**src/rtl/seven_seg_pkg.sv**
```systemverilog
// Shared constants for the seven-segment display path: digit count,
// active-low glyph patterns (seg[6:0] = g,f,e,d,c,b,a) and the anode-off word.
package seven_seg_pkg;

  localparam int NUM_DIGITS = 5;
  localparam int IDX_W      = 3;

  localparam logic [6:0] SEG_0    = 7'h40;
  localparam logic [6:0] SEG_1    = 7'h79;
  localparam logic [6:0] SEG_2    = 7'h24;
  localparam logic [6:0] SEG_3    = 7'h30;
  localparam logic [6:0] SEG_4    = 7'h19;
  localparam logic [6:0] SEG_5    = 7'h12;
  localparam logic [6:0] SEG_6    = 7'h02;
  localparam logic [6:0] SEG_7    = 7'h78;
  localparam logic [6:0] SEG_8    = 7'h00;
  localparam logic [6:0] SEG_9    = 7'h10;
  localparam logic [6:0] SEG_DASH = 7'h3F;
  localparam logic [6:0] SEG_OFF  = 7'h7F;

  localparam logic [7:0] AN_OFF   = 8'hFF;

endpackage

```
**src/rtl/seven_seg_scanner_if.sv**
```systemverilog
// Bundle between the BCD converter, the scanner and the board display pins.
// master = the side supplying digits, slave = the scanner driving the display.
interface seven_seg_scanner_if;

  logic       done;
  logic [3:0] bcd0;
  logic [3:0] bcd1;
  logic [3:0] bcd2;
  logic [3:0] bcd3;
  logic [3:0] bcd4;
  logic       blank_lz;
  logic [7:0] an;
  logic [6:0] seg;
  logic       dp;

  modport master (
    output done, bcd0, bcd1, bcd2, bcd3, bcd4, blank_lz,
    input  an, seg, dp
  );

  modport slave (
    input  done, bcd0, bcd1, bcd2, bcd3, bcd4, blank_lz,
    output an, seg, dp
  );

endinterface

```
**src/rtl/seven_seg_scanner_bcd_to_seg.sv**
```systemverilog
// Combinational BCD to active-low seven-segment decoder; codes 10..15
// render as a dash so corrupt digits are visible rather than misleading.
module bcd_to_seg
  import seven_seg_pkg::*;
(
  input  logic [3:0] i_bcd,
  output logic [6:0] o_seg
);

  always_comb begin
    o_seg = SEG_DASH;
    case (i_bcd)
      4'd0:    o_seg = SEG_0;
      4'd1:    o_seg = SEG_1;
      4'd2:    o_seg = SEG_2;
      4'd3:    o_seg = SEG_3;
      4'd4:    o_seg = SEG_4;
      4'd5:    o_seg = SEG_5;
      4'd6:    o_seg = SEG_6;
      4'd7:    o_seg = SEG_7;
      4'd8:    o_seg = SEG_8;
      4'd9:    o_seg = SEG_9;
      default: o_seg = SEG_DASH;
    endcase
  end

endmodule

```
**src/rtl/seven_seg_scanner.sv**
```systemverilog
// Captures five BCD digits on done and scans them across a common-anode
// display with a per-slot ghosting blank and optional leading-zero blanking.
module seven_seg_scanner
  import seven_seg_pkg::*;
#(
  parameter int REFRESH_DIV  = 100000,
  parameter int BLANK_CYCLES = 1000
) (
  input  logic                clk,
  input  logic                reset,
  seven_seg_scanner_if.slave  bus
);

  localparam int               CNT_W     = (REFRESH_DIV > 2) ? $clog2(REFRESH_DIV) : 1;
  localparam logic [CNT_W-1:0] CNT_LAST  = CNT_W'(REFRESH_DIV - 1);
  localparam logic [CNT_W-1:0] BLANK_END = CNT_W'(BLANK_CYCLES);
  localparam logic [IDX_W-1:0] IDX_LAST  = IDX_W'(NUM_DIGITS - 1);

  logic [3:0]       r_dig [NUM_DIGITS];
  logic [CNT_W-1:0] r_cnt;
  logic [IDX_W-1:0] r_idx;
  logic [7:0]       r_an_p1;
  logic [6:0]       r_seg_p1;

  logic [NUM_DIGITS-1:0] w_nz_tail;
  logic [3:0]            w_dig;
  logic                  w_tail_nz;
  logic                  w_blank;
  logic [6:0]            w_glyph;

  always_ff @(posedge clk) begin
    if (reset) begin
      for (int i = 0; i < NUM_DIGITS; i++) r_dig[i] <= 4'd0;
    end else if (bus.done) begin
      r_dig[0] <= bus.bcd0;
      r_dig[1] <= bus.bcd1;
      r_dig[2] <= bus.bcd2;
      r_dig[3] <= bus.bcd3;
      r_dig[4] <= bus.bcd4;
    end
  end

  always_ff @(posedge clk) begin
    if (reset) begin
      r_cnt <= '0;
      r_idx <= '0;
    end else if (r_cnt == CNT_LAST) begin
      r_cnt <= '0;
      r_idx <= (r_idx == IDX_LAST) ? '0 : r_idx + 1'b1;
    end else begin
      r_cnt <= r_cnt + 1'b1;
    end
  end

  // w_nz_tail[i] is set when any digit from i up to the top one is non-zero
  always_comb begin
    logic nz;
    nz        = 1'b0;
    w_nz_tail = '0;
    for (int i = NUM_DIGITS - 1; i >= 0; i--) begin
      nz           = nz | (r_dig[i] != 4'd0);
      w_nz_tail[i] = nz;
    end
  end

  always_comb begin
    w_dig     = r_dig[0];
    w_tail_nz = w_nz_tail[0];
    for (int i = 0; i < NUM_DIGITS; i++) begin
      if (r_idx == IDX_W'(i)) begin
        w_dig     = r_dig[i];
        w_tail_nz = w_nz_tail[i];
      end
    end
    w_blank = (r_cnt < BLANK_END)
            | (bus.blank_lz & (r_idx != '0) & ~w_tail_nz);
  end

  bcd_to_seg u_bcd_to_seg (
    .i_bcd (w_dig),
    .o_seg (w_glyph)
  );

  // ---- stage p1: registered display drive ----
  always_ff @(posedge clk) begin
    if (reset || w_blank) begin
      r_an_p1  <= AN_OFF;
      r_seg_p1 <= SEG_OFF;
    end else begin
      r_an_p1  <= ~(8'd1 << r_idx);
      r_seg_p1 <= w_glyph;
    end
  end

  assign bus.an  = r_an_p1;
  assign bus.seg = r_seg_p1;
  assign bus.dp  = 1'b1;

endmodule

```
**src/flat_wrapper.sv**
```systemverilog
// flat-port wrapper written by rule: the top's interface ports become plain ports
module seven_seg_scanner_flat import seven_seg_pkg::*;
#(
  parameter int REFRESH_DIV  = 100000,
  parameter int BLANK_CYCLES = 1000
)
  (clk, reset, bus_done, bus_bcd0, bus_bcd1, bus_bcd2, bus_bcd3, bus_bcd4, bus_blank_lz, bus_an, bus_seg, bus_dp);
  seven_seg_scanner_if bus_i ();
  input  logic clk;
  input  logic reset;
  input wire logic [$bits(bus_i.done)-1:0] bus_done;
  input wire logic [$bits(bus_i.bcd0)-1:0] bus_bcd0;
  input wire logic [$bits(bus_i.bcd1)-1:0] bus_bcd1;
  input wire logic [$bits(bus_i.bcd2)-1:0] bus_bcd2;
  input wire logic [$bits(bus_i.bcd3)-1:0] bus_bcd3;
  input wire logic [$bits(bus_i.bcd4)-1:0] bus_bcd4;
  input wire logic [$bits(bus_i.blank_lz)-1:0] bus_blank_lz;
  output wire logic [$bits(bus_i.an)-1:0] bus_an;
  output wire logic [$bits(bus_i.seg)-1:0] bus_seg;
  output wire logic [$bits(bus_i.dp)-1:0] bus_dp;
  assign bus_i.done = bus_done;
  assign bus_i.bcd0 = bus_bcd0;
  assign bus_i.bcd1 = bus_bcd1;
  assign bus_i.bcd2 = bus_bcd2;
  assign bus_i.bcd3 = bus_bcd3;
  assign bus_i.bcd4 = bus_bcd4;
  assign bus_i.blank_lz = bus_blank_lz;
  assign bus_an = bus_i.an;
  assign bus_seg = bus_i.seg;
  assign bus_dp = bus_i.dp;
  seven_seg_scanner #(.REFRESH_DIV(REFRESH_DIV), .BLANK_CYCLES(BLANK_CYCLES)) u_core (.clk(clk), .reset(reset), .bus(bus_i));
endmodule
```
**config.mk**
```make
export PLATFORM = sky130hd
export DESIGN_NAME = seven_seg_scanner_flat
export DESIGN_NICKNAME = d
export VERILOG_FILES = /design/src/rtl/seven_seg_pkg.sv /design/src/rtl/seven_seg_scanner_if.sv /design/src/rtl/seven_seg_scanner_bcd_to_seg.sv /design/src/rtl/seven_seg_scanner.sv /design/src/flat_wrapper.sv
export SDC_FILE = /design/constraint.sdc
export NUM_CORES = 1
export LEC_CHECK = 0
export CAP_MARGIN = 20
export CORE_MARGIN = 2
export CORE_UTILIZATION = 31
export CTS_BUF_LIST = sky130_fd_sc_hd__clkbuf_8
export CTS_CLUSTER_SIZE = 16
export DETAILED_ROUTE_END_ITERATION = 6
export PLACE_DENSITY = 0.58
export SLEW_MARGIN = 30
export SYNTH_ARGS = -nofsm -noshare
export SYNTH_HDL_FRONTEND = slang
export SYNTH_SLANG_ARGS = --single-unit
```
**constraint.sdc**
```tcl
create_clock -name clk -period 2.2 [get_ports clk]
set_clock_uncertainty 0.1 [all_clocks]
set_input_delay 0.22 -clock clk [delete_from_list [all_inputs] [get_ports clk]]
set_output_delay 0.22 -clock clk [all_outputs]
set_load 0.05 [all_outputs]
```
==> results of run 1 <==
cells by family (layout without fill, tap and decap cells):
logic type | Yosys count | count (layout)
buffers and inverters | 19 | 83
AND/OR/NAND/NOR | 113 | 113
XOR/XNOR | 15 | 15
multiplexers | 4 | 4
adder cells (fa/ha/maj) | 12 | 12
other | 1 | 1
AO/OA/AOI/OAI | 36 | 36
flip-flops | 55 | 55
worst max-delay path: cells and delay by family, from the launching register on:
kind / cells / cell delay, ns
AO/OA/AOI/OAI: 6 / 0.91
buffers and inverters: 1 / 0.11
flip-flops: 1 / 0.38
adder cells (fa/ha/maj): 3 / 0.51
flip-flops by register name (all words and copies together), names as in the netlist:
register        count
u_core.r_cnt       17
u_core.r_idx        3
u_core.bus.seg      7
u_core.bus.an       8
u_core.r_dig       20
routing by layer:
metal | global-route usage [%] | part of all wire [%] | vias up
li1 | - | - | 1019
met1 | 14.8 | 48 | 924
met2 | 17.9 | 46 | 47
met3 | 2.30 | 4.2 | 10
met4 | 4.27 | 2.3 | 0
met5 | 0 | 0 | -
area by class of cell:
class / instances / area, sq um
fill: 843 / 4970
tap: 108 / 135
timing repair buffer: 66 / 603
sequential: 55 / 1310
multi-input combinational: 181 / 1450
clock buffer: 5 / 68.8
inverter: 9 / 38.8
clock inverter: 3 / 15.0
placed cells by master (no fill, tap or decap), types with 3 or more instances in the layout:
cell	n
dfxtp_1	33
ha_4	6
inv_1	5
nor4_1	5
buf_4	27
nor2b_1	3
clkdlybuf4s50_1	38
nor3_1	4
o22ai_1	3
o21ai_1	3
xnor2_1	6
nand4_1	3
and3_1	4
a21oi_1	5
clkbuf_8	5
nand2b_1	3
ha_1	6
xor2_1	9
and2_1	24
a22oi_1	3
edfxtp_1	20
and4_1	3
mux2i_1	3
nand3_1	12
nand2_1	12
nor2_1	22
metrics by stage:
step | hold slack, ns | util (%) | setup TNS [ns]
2_1_floorplan | 0.192 | - | 0
3_3_place_gp | 0.340 | 38.0 | 0
3_5_place_dp | 0.346 | 38.0 | -0.177
4_1_cts | 0.368 | 40.0 | 0
5_1_grt | 0.389 | 42.1 | -0.135
6_report | 0.362 | 42.1 | 0
power groups by stage:
stage	clock network [mW]	logic, mW	registers, mW
finish	0.529	0.185	1.12
global route	0.600	0.203	1.12
CTS	0.555	0.171	1.12
detailed placement	0	0.165	1.14
global placement	0	0.165	1.14
floorplan	0	0.0996	1.13
timing repair:
action | CTS | global route
hold buffers | 0 | 0
hold endpoints to repair | 0 | 0
setup buffers | 5 | 7
pin swaps | 3 | 10
resized for setup | 9 | 25
endpoints found under the setup margin | 7 | 7
worst paths after layout:
kind                   startpoint           endpoint  slack [ns]  cells after the start
setup / recovery  u_core.r_idx[1]  u_core.bus.seg[4]        0.06                     10
hold reg to reg   u_core.r_cnt[0]    u_core.r_cnt[0]        0.36                      1
hold / removal    u_core.r_cnt[0]    u_core.r_cnt[0]        0.36                      1
setup reg to reg  u_core.r_idx[1]  u_core.bus.seg[4]        0.06                     10
==> impl_results.md, run 1 <==
- Slew at the pin with the worst max-slew slack: 0.515 ns
- Die area: 9480 sq um
- Worst Path Arrival: 2.24 ns
- CTS HTree Levels: 2
- Peak VDD IR: 194 uV
- First-pass GRT wire length: 8.64 mm
- Die height: 97.4 um
- Vias per Instance: 4.68
- IO Pins: 40
- Primary FF master, synth: dfxtp_1
- CTS buffer count: 5
- Flop pwr share: 61.0%
- Critical path startpoint category: register
- Fin. Hold Viols: 0
- Detailed Route WL: 5.35 mm
- Maximum clock rate: 0.468 GHz
- Slew Limit Fails: 0
- Relative slew slack: 65.5%
- Largest net degree at the start of global routing: 21
- CTS root buffer: clkbuf_8
- Vias in the first global route: 1845
- Drt pass-1 iters: 4
- Total power: 1.83 mW
- Required time of the critical path: 2.30 ns
- Synthesized instance count: 255
- Post-Syn Area: 2700 sq um
- WS Path Type: reg -> reg
- PwrDens: 505 nW/um^2
- Synth top area share: 25.9%
- Placeable Area: 8590 sq um
- Gate power share: 10.1%
- Sequential-to-total area share from yosys stat: 48.1%
- DRC Markers: 0
- Crit path top cell by count: ha_4
- HP Class: reg -> reg
- Final Setup Violations: 0
- Crit path cell chain: ha_4 > ha_4 > a21o_1 > a221oi_2 > a221oi_4 > inv_2 > ha_4 > a211oi_2 > a211oi_1 > o21ai_1
- Post-route ant nets: 0
- Area contributors post-synth: dfxtp_1, edfxtp_1, and2_1
- Worst-path clk slew: 0.09 ns
- Crit share post-route: 97.2%
- Final #Nets: 354
- Cell type with the largest total area after synthesis: dfxtp_1
- Final antenna diode count: 0
- Placed cell area: 3270 sq um
- Switching Share: 23.0%
- Synth Area in Simple Gates: 24.2%
- Congestion Overflow GR: 0
- Area Overhead vs Synth: 34.0%
- Initial core utilization: 31.5%
- Share of cells above drive strength 1: 23.5%
- CP max stage cell: dfxtp_4
- Routed vias: 2000
- Synth Area per Inst: 10.6 sq um
- Pint: 1.41 mW
- Initial antenna violation count: 0
- Leak Pwr: 1.32 nW
- Post-synthesis mux area share: 1.67%
- Min Tclk post-route: 2.14 ns
- Gr usage total: 11.2%
- Mapped Nets: 291
- Distinct cells, synth: 61
- Post-synthesis xor/xnor area fraction: 4.86%
- Post-Synth Adder-Cell Area: 5.56%
- Endpoint class of the critical path: register
- Routability cong.: 0.878
- Status: finished, final reports clean
- Clock sinks: 55
- Switching power: 0.421 mW
- Most common cell in the netlist: dfxtp_1
- Synth cell count leaders: dfxtp_1, and2_1, nor2_1, edfxtp_1, nand2_1
- EDFF count, synth: 20
- Yosys Warn Count: 0
- Post-DP HPWL: 3.94 mm
- Cell area after layout: 3620 sq um
- CP peak stage delay: 0.38 ns
- Port bufs: 38
- Post-DR wirelength/cell: 12.5 um
- Synth async-reset ratio: 0%
- Placement Setup Slack: -0.0960 ns
- Chip Width: 97.4 um
- Clock Latency Late Sink: 0.30 ns
- DR iter-0 viols: 55
- Post-synthesis register bit count: 55
- Clk buf depth: 2
- Post-route setup slack: 0.0610 ns
- Max cap viols: 0
- Cell Count, Final, Fillers Out: 427
- Cell total after placement: 407
- Largest family of logic cells by synthesized area: simple AND/OR/NAND/NOR gates
- Synth Area in Compound Gates: 11.5%
- CP max FO: 6
- Site Rows: 34
- Clock power frac: 28.9%
- CTS tree: built
Note: power is estimated with default switching activity, not from simulation.
==> run 2, diff against run 1 <==
--- a/config.mk
+++ b/config.mk
@@ -11,8 +11,9 @@
 export CTS_BUF_LIST = sky130_fd_sc_hd__clkbuf_8
 export CTS_CLUSTER_SIZE = 16
 export DETAILED_ROUTE_END_ITERATION = 6
-export PLACE_DENSITY = 0.58
+export PLACE_DENSITY = 0.63
 export SLEW_MARGIN = 30
 export SYNTH_ARGS = -nofsm -noshare
 export SYNTH_HDL_FRONTEND = slang
+export SYNTH_HIERARCHICAL = 1
 export SYNTH_SLANG_ARGS = --single-unit
==> run 2 against run 1 <==
  * The flow now finishes with violations (negative setup slack)
  * Sequential power is essentially flat
  * Final cell count grew 2.8%
  * Power grew 0.47%
  * Synthesized cell count grew 4.7%
  * Core utilization is essentially flat
  * Non-clock buffer count grew 3
  * Worst hold slack gained 0.013 ns
  * Highest routed layer unchanged
==> impl_results.md, run 2 <==
- Port bufs: 38 (unchanged)
- Synthesized instance count: 267 (+4.7%)
- Synth top area share: 25.8% (-0.11 points)
- Post-synthesis register bit count: 55 (unchanged)
- Cell type with the largest total area after synthesis: dfxtp_1
- Yosys Warn Count: 6 (+6)
- DRC Markers: 0 (unchanged)
- Distinct cells, synth: 56 (-8.2%)
- HP Class: reg -> reg
- Min Tclk post-route: 2.23 ns (+0.0889 ns)
- Slew at the pin with the worst max-slew slack: 0.850 ns (+0.335 ns)
- Fin. Hold Viols: 0 (unchanged)
- Sequential-to-total area share from yosys stat: 47.9% (-0.20 points)
- Synth Area per Inst: 10.2 sq um (-4.1%)
- IO Pins: 40 (unchanged)
- RSZ-0062 raised after global routing: true
- Area contributors post-synth: dfxtp_1, edfxtp_1, ha_1
- Post-DP HPWL: 4.02 mm (+2.0%)
- Primary FF master, synth: dfxtp_1
- Clock sinks: 55 (unchanged)
- Endpoint class of the critical path: register
- Worst Path Arrival: 2.32 ns (+0.08 ns)
- Placed cell area: 3350 sq um (+2.5%)
- Initial antenna violation count: 0 (unchanged)
- Post-route setup slack: -0.0278 ns (-0.0889 ns)
- Clock power frac: 27.7% (-1.2 points)
- Crit path top cell by count: buf_4
- CP max FO: 6 (unchanged)
- EDFF count, synth: 20 (unchanged)
- Leak Pwr: 1.34 nW (+1.7%)
- Critical path startpoint category: register
- Routed vias: 2079 (+4.0%)
- Congestion Overflow GR: 0 (unchanged)
- Gr usage total: 12.1% (+0.97 points)
- Die area: 9520 sq um (+0.40%)
- Max FFs per register: 20 (unchanged)
- Biggest register: u_core/r_dig
- Max cap viols: 0 (unchanged)
- Switching Share: 22.3% (-0.76 points)
- Buf+Inv Stages, Crit Path: 3 (+2)
- Worst-path clk slew: 0.09 ns (about the same)
- Final antenna diode count: 0 (unchanged)
- Cts hold-fix bufs: 0 (unchanged)
- Final #Nets: 366 (+3.4%)
- Synth cell count leaders: dfxtp_1, nor2_1, and2_1, edfxtp_1, nand2_1
- CP peak stage delay: 0.38 ns (about the same)
- Largest net degree at the start of global routing: 21 (unchanged)
- Required time of the critical path: 2.29 ns (about the same)
- Chip Width: 97.6 um (+0.20%)
- R2R cell count: 10 (unchanged)
- CTS HTree Levels: 2 (unchanged)
- Clock Latency Late Sink: 0.30 ns (about the same)
- Relative slew slack: 43.2% (-22 points)
- First-pass GRT wire length: 9.42 mm (+9.0%)
- Slew Limit Fails: 0 (unchanged)
- CTS buffer count: 5 (unchanged)
- Clk buf depth: 2 (unchanged)
- Failing checks: negative setup slack
- DR iter-0 viols: 95 (+73%)
- Crit share post-route: 101% (+4.0 points)
- Area Overhead vs Synth: 33.3%
- Crit path cell chain: inv_4 > ha_4 > o21ai_4 > buf_4 > a221oi_2 > o31ai_4 > buf_4 > or2_1 > a21o_1 > nand3b_1
- CTS tree: built
- Hold depth: 1 (unchanged)
- Peak VDD IR: 246 uV (+27%)
- Switching power: 0.409 mW (-2.9%)
- Site Rows: 34 (unchanged)
- Maximum clock rate: 0.449 GHz (-4.0%)
- Synth async-reset ratio: 0% (unchanged)
- CTS root buffer: clkbuf_8
- Most frequent cells in the layout: clkdlybuf4s50_1, dfxtp_1, buf_4, nor2_1, and2_1
- CP top delay family: compound AO/OA/AOI/OAI gates
- Pint: 1.43 mW (+1.5%)
- Cell area after layout: 3620 sq um (about the same)
- Detailed Route WL: 5.59 mm (+4.5%)
- Flop pwr share: 60.5% (-0.5 points)
- Most common cell after layout, fill and taps aside: clkdlybuf4s50_1
- Initial core utilization: 31.6% (+0.13 points)
- CP max stage cell: dfxtp_4
- Die height: 97.6 um (+0.20%)
- Post-Syn Area: 2710 sq um (+0.42%)
- Vias in the first global route: 2017 (+9.3%)
- Routability cong.: 0.771 (-12%)
- WS Path Type: reg -> reg
- Vias per Instance: 4.74 (+1.1%)
- Placeable Area: 8590 sq um (unchanged)
- Share of cells above drive strength 1: 23.0% (-0.55 points)
- Total power: 1.84 mW (+0.47%)
- Final Setup Violations: 4 (+4)
- Status: finished with violations
- Post-route ant nets: 0 (unchanged)
- Post-DR wirelength/cell: 12.7 um (+1.6%)
- Drt pass-1 iters: 4 (unchanged)
- Most common cell in the netlist: dfxtp_1
- Gate power share: 11.8% (+1.7 points)
- Mapped Nets: 303 (+4.1%)
- Crit path depth: 10 (unchanged)
- PwrDens: 508 nW/um^2 (+0.54%)
run 2: cell types whose count changed after synthesis, moves of 4 or more:
cell,change
nand3b_1,+8
nand2_1,+7
o31ai_1,+6
nand4_1,+5
and3_1,-4
nand3_1,-4
nor2_1,+4
o21ai_0,+4
run 2: per-stage QoR:
stage	utilization, %	instances	TNS [ns]	hold WS, ns	setup slack (ns)
final	42.1	439	-0.0880	0.375	-0.0278
after global routing	42.1	439	-0.582	0.417	-0.105
after CTS	41.8	438	-0.00220	0.381	-0.00220
after detailed placement	38.9	422	-0.912	0.358	-0.206
after global placement	38.9	422	-0.611	0.348	-0.138
after floorplan	-	267	0	0.185	0.00418
run 2: layout make-up:
| class | instances | area, sq um |
|---|---|---|
| well taps | 108 | 135 |
| flip-flops and latches | 55 | 1310 |
| repair buffers | 69 | 617 |
| inverters | 8 | 40.0 |
| clock inverters | 3 | 11.3 |
| clock buffers | 5 | 68.8 |
| multi-input cells | 191 | 1440 |
| fillers | 822 | 4970 |
run 2: kinds of logic after synthesis:
family          after synthesis  synth area share [%]
flops                        55                  47.9
other cells                   1                 0.138
fa+ha+maj                    12                  5.53
mux                           4                  1.48
simple gates                131                  28.3
buf+inv                      21                  4.79
compound gates               30                  7.65
xor+xnor                     13                  4.20
run 2: metal layers:
| layer | wire length (um) | vias up | global-route usage (%) |
|---|---|---|---|
| met4 | 101 | 0 | 4.17 |
| li1 | - | 1070 | - |
| met1 | 2640 | 955 | 15.9 |
| met3 | 158 | 8 | 2.73 |
| met2 | 2690 | 46 | 19.7 |
| met5 | 0 | - | 0 |
run 2: what timing repair did:
item | in CTS | in global routing
buffers inserted | 8 | 1
endpoints found under the setup margin | 6 | 7
resized for setup | 29 | 7
pin swaps | 14 | 7
run 2: power groups by stage:
| stage | combinational (mW) | sequential, mW | clock [mW] |
|---|---|---|---|
| 2_1_floorplan | 0.121 | 1.13 | 0 |
| 3_3_place_gp | 0.183 | 1.13 | 0 |
| 3_5_place_dp | 0.186 | 1.14 | 0 |
| 4_1_cts | 0.207 | 1.11 | 0.537 |
| 5_1_grt | 0.237 | 1.12 | 0.568 |
| 6_report | 0.217 | 1.11 | 0.510 |
run 2: final timing paths:
check | slack (ns) | end | start
max reg2reg | -0.03 | u_core/bus.seg[2] | u_core/r_idx[0]
min | 0.38 | u_core/r_cnt[0] | u_core/r_cnt[0]
min reg2reg | 0.38 | u_core/r_cnt[0] | u_core/r_cnt[0]
max | -0.03 | u_core/bus.seg[2] | u_core/r_idx[0]
==> run 3, diff against run 2 <==
--- a/config.mk
+++ b/config.mk
@@ -5,13 +5,14 @@
 export SDC_FILE = /design/constraint.sdc
 export NUM_CORES = 1
 export LEC_CHECK = 0
-export CAP_MARGIN = 20
+export CELL_PAD_IN_SITES_DETAIL_PLACEMENT = 0
+export CELL_PAD_IN_SITES_GLOBAL_PLACEMENT = 1
 export CORE_MARGIN = 2
-export CORE_UTILIZATION = 31
+export CORE_UTILIZATION = 39
 export CTS_BUF_LIST = sky130_fd_sc_hd__clkbuf_8
 export CTS_CLUSTER_SIZE = 16
 export DETAILED_ROUTE_END_ITERATION = 6
-export PLACE_DENSITY = 0.63
+export PLACE_DENSITY = 0.88
 export SLEW_MARGIN = 30
 export SYNTH_ARGS = -nofsm -noshare
 export SYNTH_HDL_FRONTEND = slang
==> run 3 against run 2 <==
  * The run still ends with negative setup slack left
  * Critical path depth stayed put
  * Final cell count shrank 6.2%
  * Core utilization up 12 points
  * Final area is 0.52% higher
  * Non-clock buffer count rose by 1
  * First-iteration DRC count is 13% higher
  * Largest power group unchanged
==> impl_results.md, run 3 (synthesis results as in run 2) <==
- Maximum clock rate: 0.438 GHz (-2.3%)
- Slew Limit Fails: 0 (unchanged)
- CTS HTree Levels: 2 (unchanged)
- Worst Path Arrival: 2.37 ns (+0.05 ns)
- Cts hold-fix bufs: 0 (unchanged)
- Gate power share: 11.1% (-0.7 points)
- Flop pwr share: 56.2% (-4.3 points)
- DRC Markers: 0 (unchanged)
- Initial core utilization: 40.2% (+8.6 points)
- Post-route ant nets: 0 (unchanged)
- Sequential Area: 1310 sq um (unchanged)
- PwrDens: 544 nW/um^2 (+7.0%)
- Clock sinks: 55 (unchanged)
- Post-DP HPWL: 3.88 mm (-3.4%)
- Routability cong.: 0.811 (+5.1%)
- Post-DR wirelength/cell: 13.3 um (+4.1%)
- Multi-input logic area: 1440 sq um (+0.26%)
- Biggest register: u_core/r_dig
- Area Overhead vs Synth: 34.0%
- Hold depth: 1 (unchanged)
- Routed vias: 2117 (+1.8%)
- Port bufs: 38 (unchanged)
- Post-route setup slack: -0.0807 ns (-0.0529 ns)
- Crit share post-route: 104% (+2.4 points)
- Placeable Area: 6760 sq um (-21%)
- Die height: 87.4 um (-10%)
- Slew at the pin with the worst max-slew slack: 0.808 ns (-0.0416 ns)
- IO Pins: 40 (unchanged)
- Failing checks: negative setup slack
- Critical path startpoint category: register
- Peak VDD IR: 269 uV (+9.5%)
- R2R cell count: 10 (unchanged)
- TNS Setup: -0.252 ns (-0.164 ns)
- WS Path Type: reg -> reg
- Vias per Instance: 5.14 (+8.5%)
- Grt met3 use: 2.84% (+0.11 points)
- CTS root buffer: clkbuf_8
- Final Setup Violations: 5 (+1)
- Detailed Route WL: 5.46 mm (-2.3%)
- Status: finished with violations
- Gr busiest metal: met2
- Chip Width: 87.4 um (-10%)
- Site Rows: 30 (-12%)
- Gr usage total: 15.2% (+3.1 points)
- Final antenna diode count: 0 (unchanged)
- Met2 Use GR: 24.2% (+4.5 points)
- Met1 Use GR: 20.6% (+4.6 points)
- Most frequent cells in the layout: clkdlybuf4s50_1, dfxtp_1, buf_4, nor2_1, and2_1
- Clock power frac: 32.8% (+5.1 points)
- Max FFs per register: 20 (unchanged)
- CTS tree: built
- Congestion Overflow GR: 0 (unchanged)
- Die area: 7640 sq um (-20%)
- FILL cells: 598 (-27%)
- HP Class: reg -> reg
- Final #Nets: 367 (+0.27%)
- Share of cells above drive strength 1: 23.5% (+0.53 points)
- Max cap viols: 0 (unchanged)
- Relative slew slack: 46.0% (+2.8 points)
- Cell total after placement: 395 (-6.4%)
- Leak Pwr: 1.36 nW (+1.2%)
- Vias in the first global route: 1997 (-0.99%)
- Worst-path clk slew: 0.09 ns (about the same)
- Endpoint class of the critical path: register
- Min Tclk post-route: 2.28 ns (+0.0529 ns)
- Fin. Hold Viols: 0 (unchanged)
- Switching Share: 21.6% (-0.70 points)
- RSZ-0062 raised after global routing: true
- Cell Count, Final, Fillers Out: 412 (-6.2%)
- Clock Latency Late Sink: 0.31 ns (about the same)
- Switching power: 0.427 mW (+4.2%)
- Pint: 1.55 mW (+8.6%)
- DR iter-0 viols: 107 (+13%)
- First-pass GRT wire length: 9.25 mm (-1.8%)
- Drt pass-1 iters: 5 (+1)
- Most common cell after layout, fill and taps aside: clkdlybuf4s50_1
- Required time of the critical path: 2.29 ns (about the same)
- CP max FO: 6 (unchanged)
- Clk buf depth: 2 (unchanged)
- Largest net degree at the start of global routing: 21 (unchanged)
- Initial antenna violation count: 0 (unchanged)
- CTS buffer count: 5 (unchanged)
==> run 3: per-stage QoR <==
step                      cell area (sq um)  utilization, %  power (mW)  hold slack (ns)  worst slack, ns
after global routing                   3640            53.8        2.06            0.403           -0.209
after detailed placement               3330            49.3        1.32            0.355           -0.181
after floorplan                        2780               -        1.25            0.185          0.00418
after global placement                 3330            49.3        1.32            0.347           -0.121
after CTS                              3600            53.3        1.99            0.380          -0.0197
final                                  3640            53.8        1.98            0.382          -0.0807
==> run 3: worst max-delay path, cell delays in order, from the launching register on <==
cell	delay [ns]
dfxtp_4	0.38
buf_6	0.12
ha_4	0.18
o21ai_4	0.20
buf_6	0.13
a221oi_2	0.05
o31ai_2	0.31
buf_4	0.21
mux2i_4	0.24
a22oi_2	0.07
nand3b_1	0.18
==> run 3: power by group through the flow <==
stage / combinational (mW) / clock, mW / sequential [mW]
global placement: 0.186 / 0 / 1.13
global route: 0.243 / 0.704 / 1.12
detailed placement: 0.189 / 0 / 1.14
CTS: 0.208 / 0.669 / 1.11
finish: 0.219 / 0.648 / 1.11
floorplan: 0.121 / 0 / 1.13
==> run 3: what timing repair did <==
item / CTS / global route
gates resized for setup: 31 / 7
gates cloned: 1 / 0
endpoints found under the setup margin: 7 / 6
pin swaps: 12 / 8
setup buffers: 6 / 2
==> run 3: area by class of cell <==
class / count / area share, %
sequential: 55 / 36.0
multi-input combinational: 191 / 39.6
clock inverter: 3 / 1.07
timing repair buffer: 70 / 17.6
clock buffer: 5 / 1.89
tap: 80 / 2.75
inverter: 8 / 1.03
==> run 3: worst paths after layout <==
path              startpoint                 to  slack, ns
min reg2reg  u_core/r_cnt[0]    u_core/r_cnt[0]       0.38
max          u_core/r_idx[0]  u_core/bus.seg[0]      -0.08
max reg2reg  u_core/r_idx[0]  u_core/bus.seg[0]      -0.08
min          u_core/r_cnt[0]    u_core/r_cnt[0]       0.38
==> run 3: per-layer routing <==
layer	vias to the layer above	routed length (um)	part of all wire (%)
met5	-	0	0
met4	0	93	1.7
met3	9	187	3.4
met2	41	2530	46
met1	1001	2650	48
li1	1066	-	-
